File: config.mk
export PLATFORM = sky130hd
export DESIGN_NAME = run_sequencer
export DESIGN_NICKNAME = d
export VERILOG_FILES = /design/src/rtl/run_sequencer.sv
export SDC_FILE = /design/constraint.sdc
export NUM_CORES = 1
export LEC_CHECK = 0
export ABC_AREA = 1
export BUFFER_PORTS_ARGS = -buffer_cell sky130_fd_sc_hd__buf_2
export CORE_UTILIZATION = 30
export CTS_BUF_LIST = sky130_fd_sc_hd__clkbuf_8
export CTS_CLUSTER_DIAMETER = 60
export DETAILED_ROUTE_END_ITERATION = 7
export PLACE_DENSITY_LB_ADDON = 0.25
export RECOVER_POWER = 50
export SLEW_MARGIN = 5
export SYNTH_ARGS = -nofsm -noshare
export SYNTH_HDL_FRONTEND = slang
export SYNTH_SLANG_ARGS = --single-unit
File: constraint.sdc
create_clock -name CLK -period 2 [get_ports CLK]
set_input_delay 0.2 -clock CLK [delete_from_list [all_inputs] [get_ports CLK]]
set_output_delay 0.2 -clock CLK [all_outputs]
set_load 0.05 [all_outputs]
File: src/rtl/run_sequencer.sv
// run_sequencer: host-side sequencer for a single processor run.
//
// Holds the processor in init (START=1) while a byte stream is preloaded
// into data memory, releases START and waits for DONE (or a cycle budget
// to expire), then streams a window of data memory back to the host.
//
// Ports
//   CLK, reset               clock, asynchronous active-high reset
//   go                       run request, honoured only while idle
//   in_valid/in_data/in_ready   preload byte stream (sink)
//   mem_own                  1: sequencer owns the data-memory port
//   mem_addr/mem_we/mem_wdata/mem_rdata   data-memory port (async read)
//   START, DONE              processor init/reset and completion pins
//   out_valid/out_data/out_ready   result byte stream (source)
//   busy, run_done, timeout  status: not idle, end-of-run pulse, sticky abandon flag
//   cycles                   RUN cycle count of the last run
module run_sequencer #(
    parameter logic [7:0]  LOAD_BASE   = 8'd0,
    parameter logic [8:0]  LOAD_LEN    = 9'd32,
    parameter logic [7:0]  RES_BASE    = 8'd64,
    parameter logic [8:0]  RES_LEN     = 9'd4,
    parameter logic [15:0] TIMEOUT_CYC = 16'hFFFF
) (
    input  logic        CLK,
    input  logic        reset,
    input  logic        go,
    input  logic        in_valid,
    input  logic [7:0]  in_data,
    output logic        in_ready,
    output logic        mem_own,
    output logic [7:0]  mem_addr,
    output logic        mem_we,
    output logic [7:0]  mem_wdata,
    input  logic [7:0]  mem_rdata,
    output logic        START,
    input  logic        DONE,
    output logic        out_valid,
    output logic [7:0]  out_data,
    input  logic        out_ready,
    output logic        busy,
    output logic        run_done,
    output logic        timeout,
    output logic [15:0] cycles
);

    typedef enum logic [2:0] {
        S_IDLE,
        S_LOAD,
        S_RUN,
        S_READ,
        S_FINISH
    } state_t;

    state_t      state_q, state_d;
    logic [8:0]  cnt_q, cnt_d;        // byte index within LOAD or READ
    logic [15:0] cycles_q, cycles_d;
    logic        timeout_q, timeout_d;
    logic        first_q, first_d;    // high only in the first RUN cycle

    // NOTE: sequential state uses non-blocking assignments so every register
    // samples the pre-edge value of its neighbours, independent of block order.
    always_ff @(posedge CLK or posedge reset) begin
        if (reset) begin
            state_q   <= S_IDLE;
            cnt_q     <= 9'd0;
            cycles_q  <= 16'd0;
            timeout_q <= 1'b0;
            first_q   <= 1'b0;
        end else begin
            state_q   <= state_d;
            cnt_q     <= cnt_d;
            cycles_q  <= cycles_d;
            timeout_q <= timeout_d;
            first_q   <= first_d;
        end
    end

    // NOTE: every output and next-state value gets a default before the case
    // statement; a path that forgot one would otherwise infer a latch.
    always_comb begin
        state_d   = state_q;
        cnt_d     = cnt_q;
        cycles_d  = cycles_q;
        timeout_d = timeout_q;
        first_d   = 1'b0;

        START     = 1'b1;
        mem_own   = 1'b1;
        mem_we    = 1'b0;
        mem_addr  = 8'd0;
        mem_wdata = in_data;
        in_ready  = 1'b0;
        out_valid = 1'b0;
        out_data  = mem_rdata;
        busy      = 1'b1;
        run_done  = 1'b0;

        unique case (state_q)
            S_IDLE: begin
                busy = 1'b0;
                if (go) begin
                    timeout_d = 1'b0;
                    cycles_d  = 16'd0;
                    cnt_d     = 9'd0;
                    if (LOAD_LEN == 9'd0) begin
                        state_d = S_RUN;
                        first_d = 1'b1;
                    end else begin
                        state_d = S_LOAD;
                    end
                end
            end

            S_LOAD: begin
                in_ready = 1'b1;
                mem_addr = LOAD_BASE + cnt_q[7:0];   // wraps modulo 256
                if (in_valid) begin
                    mem_we = 1'b1;
                    if (cnt_q == LOAD_LEN - 9'd1) begin
                        cnt_d   = 9'd0;
                        state_d = S_RUN;
                        first_d = 1'b1;
                    end else begin
                        cnt_d = cnt_q + 9'd1;
                    end
                end
            end

            S_RUN: begin
                START   = 1'b0;
                mem_own = 1'b0;
                // A DONE left over from the previous run can linger until the
                // processor leaves init, so the first RUN cycle ignores it.
                if (DONE && !first_q) begin
                    state_d = (RES_LEN == 9'd0) ? S_FINISH : S_READ;
                end else begin
                    cycles_d = cycles_q + 16'd1;
                    if (cycles_q + 16'd1 == TIMEOUT_CYC) begin
                        timeout_d = 1'b1;
                        state_d   = S_FINISH;
                    end
                end
            end

            S_READ: begin
                mem_addr  = RES_BASE + cnt_q[7:0];   // held while stalled
                out_valid = 1'b1;
                if (out_ready) begin
                    if (cnt_q == RES_LEN - 9'd1) begin
                        cnt_d   = 9'd0;
                        state_d = S_FINISH;
                    end else begin
                        cnt_d = cnt_q + 9'd1;
                    end
                end
            end

            S_FINISH: begin
                run_done = 1'b1;
                state_d  = S_IDLE;
            end

            default: state_d = S_IDLE;
        endcase
    end

    assign timeout = timeout_q;
    assign cycles  = cycles_q;

endmodule
==> flow_summary.toml <==
[grt]
grt_pass1_vias = 1976
grt_overflow = 0
grt_max_degree = 31
antenna_found_initial = 0
grt_pass1_wl_um = 9200
grt_use_total = 0.157

[floorplanning]
die-area_mm2 = 0.00753
dieWidth_um = 86.8
placementRows = 30
coreArea_mm2 = 0.00687
initial_utilization = 0.314
boundaryPins = 70
die_y_um = 86.8

[synth]
synth_compound_area_frac = 0.119
synth_nets = 328
syn_inst = 301
synthMuxAreaShare = 0
synthArstFlopShare = 1.00
yosys.area_share.xor_xnor = 0.0122
yosys.area_share.simple = 0.345
yosysSeqAreaShare = 0.348
yosysWarnings = 0
synthFlopType = "dfrtp_1"
synth_top_family_by_area = "simple AND/OR/NAND/NOR gates"
synth_fa_ha_area_frac = 0.0290
synth_edf_count = 0
netlist_area_mm2 = 0.00216
ys_seq_elements = 30
ys_types = 34
syn-mean-instance-area_um2 = 7.17

[critical_path]
worst-setup-path-type = "reg -> reg"
cp_slowest_cell = "dfrtp_2"
reg2regPathDepth = 11
cpMostUsedCell = "nand2_1"
required_ns = 2.18
cp_max_fo = 4
worstPathCellList = "ha_4 > buf_4 > xnor2_1 > nor2_1 > nand3_1 > nor2_2 > nand3_2 > o21bai_4 > nand2_2 > nand2_1 > nand2_1"
r2r_start = "cycles[0]"
max_stage_delay_ns = 0.44
setup.worst_path.end_class = "flip-flop"
worstSetupStartpointType = "flip-flop"
r2r_end = "state_q[0]"
r2r_slack_ns = 0.14
arrival_ns = 2.04

[timing]
max_slew_margin = 0.599
finalCritPeriodShare = 0.929
setup_violations = 0
clock_skew_ns = 0.00136
holdWs_ns = -0.0111
drv_slew = 0
rsz0062_at_grt = "false"
fmax_ghz = 0.538
tightest_slew_ns = 0.603
fin_crit_ns = 1.86
hold_violations = 27

[power]
total_power_mw = 2.61
clkPwrFrac = 0.179
combPwrFrac = 0.534
power_density_mw_per_mm2 = 1030
p_leak_nw = 1.12
p_sw_mw = 1.34
swShare = 0.512
power.internal_mw = 1.27
ir_worst_vdd_mv = 0.678
seqPwrFrac = 0.286

[route]
wl_per_cell_um = 12.3
final_antenna_net_count = 0
viasPerCell = 4.73
first_pass_iters = 4
dr.first_iter.drc_count = 99
vias = 2043
routed_wl_um = 5290
drcViolationCount = 0

[worst_hold_path]
worstHoldPathType = "in -> async"

[status]
violations = "negative hold slack"
run_status = "complete, but fails checks"

[cells_and_area]
layout_commonest_cell = "nand2_1"
nFillCells = 766
stdcell_count = 432
finalNetCount = 362
area_delta_synth_final_pct = 17.8
mostFrequentLayoutCells = "nand2_1 (65), inv_1 (39), nor2_1 (30)"
diodes = 0
final_layout_size_suffix_gt1_frac = 0.274
final_core_util = 0.370

[place]
gp_congestion = 0.775
portBuffers = 37
hpwl_um = 3970
dp_cells = 418

[cts]
cts_made_buffers = 5
cts_max_path_buffers = 2
clock_latency_ns = 0.29
clockRootBuffer = "clkbuf_8"
clk_pin_slew_ns = 0.06
clock_sinks = 30
cts_tree = "yes"
htree_levels = 2

[run]
cap_violations = 0
==> power by group through the flow <==
stage	clock [mW]	sequential [mW]	combinational (mW)
after CTS	0.489	0.742	1.37
after floorplan	0	0.781	1.16
after detailed placement	0	0.753	1.37
after global routing	0.515	0.758	1.53
final	0.468	0.748	1.39
after global placement	0	0.751	1.37
==> Yosys cell counts, types with 2 or more instances <==
library cell | count | area share
o21ai_0 | 16 | 0.037
inv_2 | 6 | 0.010
nor2_4 | 5 | 0.026
nand2_1 | 68 | 0.12
nor2_1 | 34 | 0.059
nand4_1 | 7 | 0.020
a21oi_1 | 5 | 0.012
buf_4 | 18 | 0.063
nand3_2 | 3 | 0.014
xor2_1 | 2 | 0.0081
o211ai_1 | 2 | 0.0070
ha_1 | 5 | 0.029
nand2_2 | 5 | 0.015
dfrtp_1 | 30 | 0.35
nand2_4 | 2 | 0.010
inv_1 | 37 | 0.064
o22ai_1 | 9 | 0.026
o21ai_1 | 5 | 0.012
nor2_2 | 5 | 0.015
nand3_1 | 21 | 0.049
nor3_1 | 3 | 0.0070
==> cell type report <==
type	count	area [µm²]	area share
timing repair buffer	47	254	0.100
inverter	44	165	0.0650
clock inverter	3	11.3	0.00443
clock buffer	5	68.8	0.0271
sequential	30	754	0.297
tap	96	120	0.0473
multi-input combinational	207	1170	0.459
==> sequential cells by signal, summed over array words and instances, names as in the netlist <==
register  flops
cycles       16
cnt_q         9
state_q       3
first_q       1
timeout       1
==> kinds of logic (layout without fill, tap and decap cells) <==
| kind of cell | Yosys count | after routing |
|---|---|---|
| flip-flops | 30 | 30 |
| XOR/XNOR | 3 | 3 |
| adder cells (fa/ha/maj) | 5 | 5 |
| buffers and inverters | 64 | 99 |
| AO/OA/AOI/OAI | 43 | 43 |
| AND/OR/NAND/NOR | 156 | 156 |
==> through the flow <==
step | TNS (ns) | cell area (µm²) | hold WS (ns) | worst slack, ns
floorplan | -0.0940 | 2160 | 0.291 | -0.0470
global placement | -0.000900 | 2340 | 0.314 | -0.000900
detailed placement | -0.0406 | 2340 | 0.323 | -0.0229
CTS | 0 | 2430 | 0.00548 | 0.0198
global route | 0 | 2540 | 0.0347 | 0.0109
finish | 0 | 2540 | -0.0111 | 0.142
==> routing by layer <==
layer / up-vias / track usage / part of all wire
met1: 968 / 0.199 / 0.47
met3: 7 / 0.0343 / 0.038
met2: 45 / 0.261 / 0.48
li1: 1023 / - / -
met4: 0 / 0.0591 / 0.014
met5: - / 0 / 0
==> critical path: cells and delay by family, from the launching register on <==
| family | cells | cell delay (ns) |
|---|---|---|
| xor+xnor | 1 | 0.13 |
| fa+ha+maj | 1 | 0.19 |
| buf+inv | 1 | 0.13 |
| flops | 1 | 0.44 |
| simple gates | 7 | 0.67 |
| compound gates | 1 | 0.18 |
==> timing repair <==
action	in CTS	in global routing
setup buffers	0	6
endpoints found under the setup margin	2	8
hold buffers	0	0
pin swaps	0	9
gates resized for setup	1	21
==> worst max-delay path by stage <==
| stage | start | endpoint | slack [ns] |
|---|---|---|---|
| floorplan | state_q[2] | mem_addr[6] | -0.05 |
| CTS | cycles[0] | state_q[0] | 0.02 |
| detailed placement | cycles[0] | state_q[0] | -0.02 |
| global route | cycles[0] | state_q[0] | 0.01 |
| global placement | cycles[0] | state_q[0] | -0.0009 |
| finish | cycles[0] | state_q[0] | 0.14 |
Note: power is estimated with default switching activity, not from simulation.
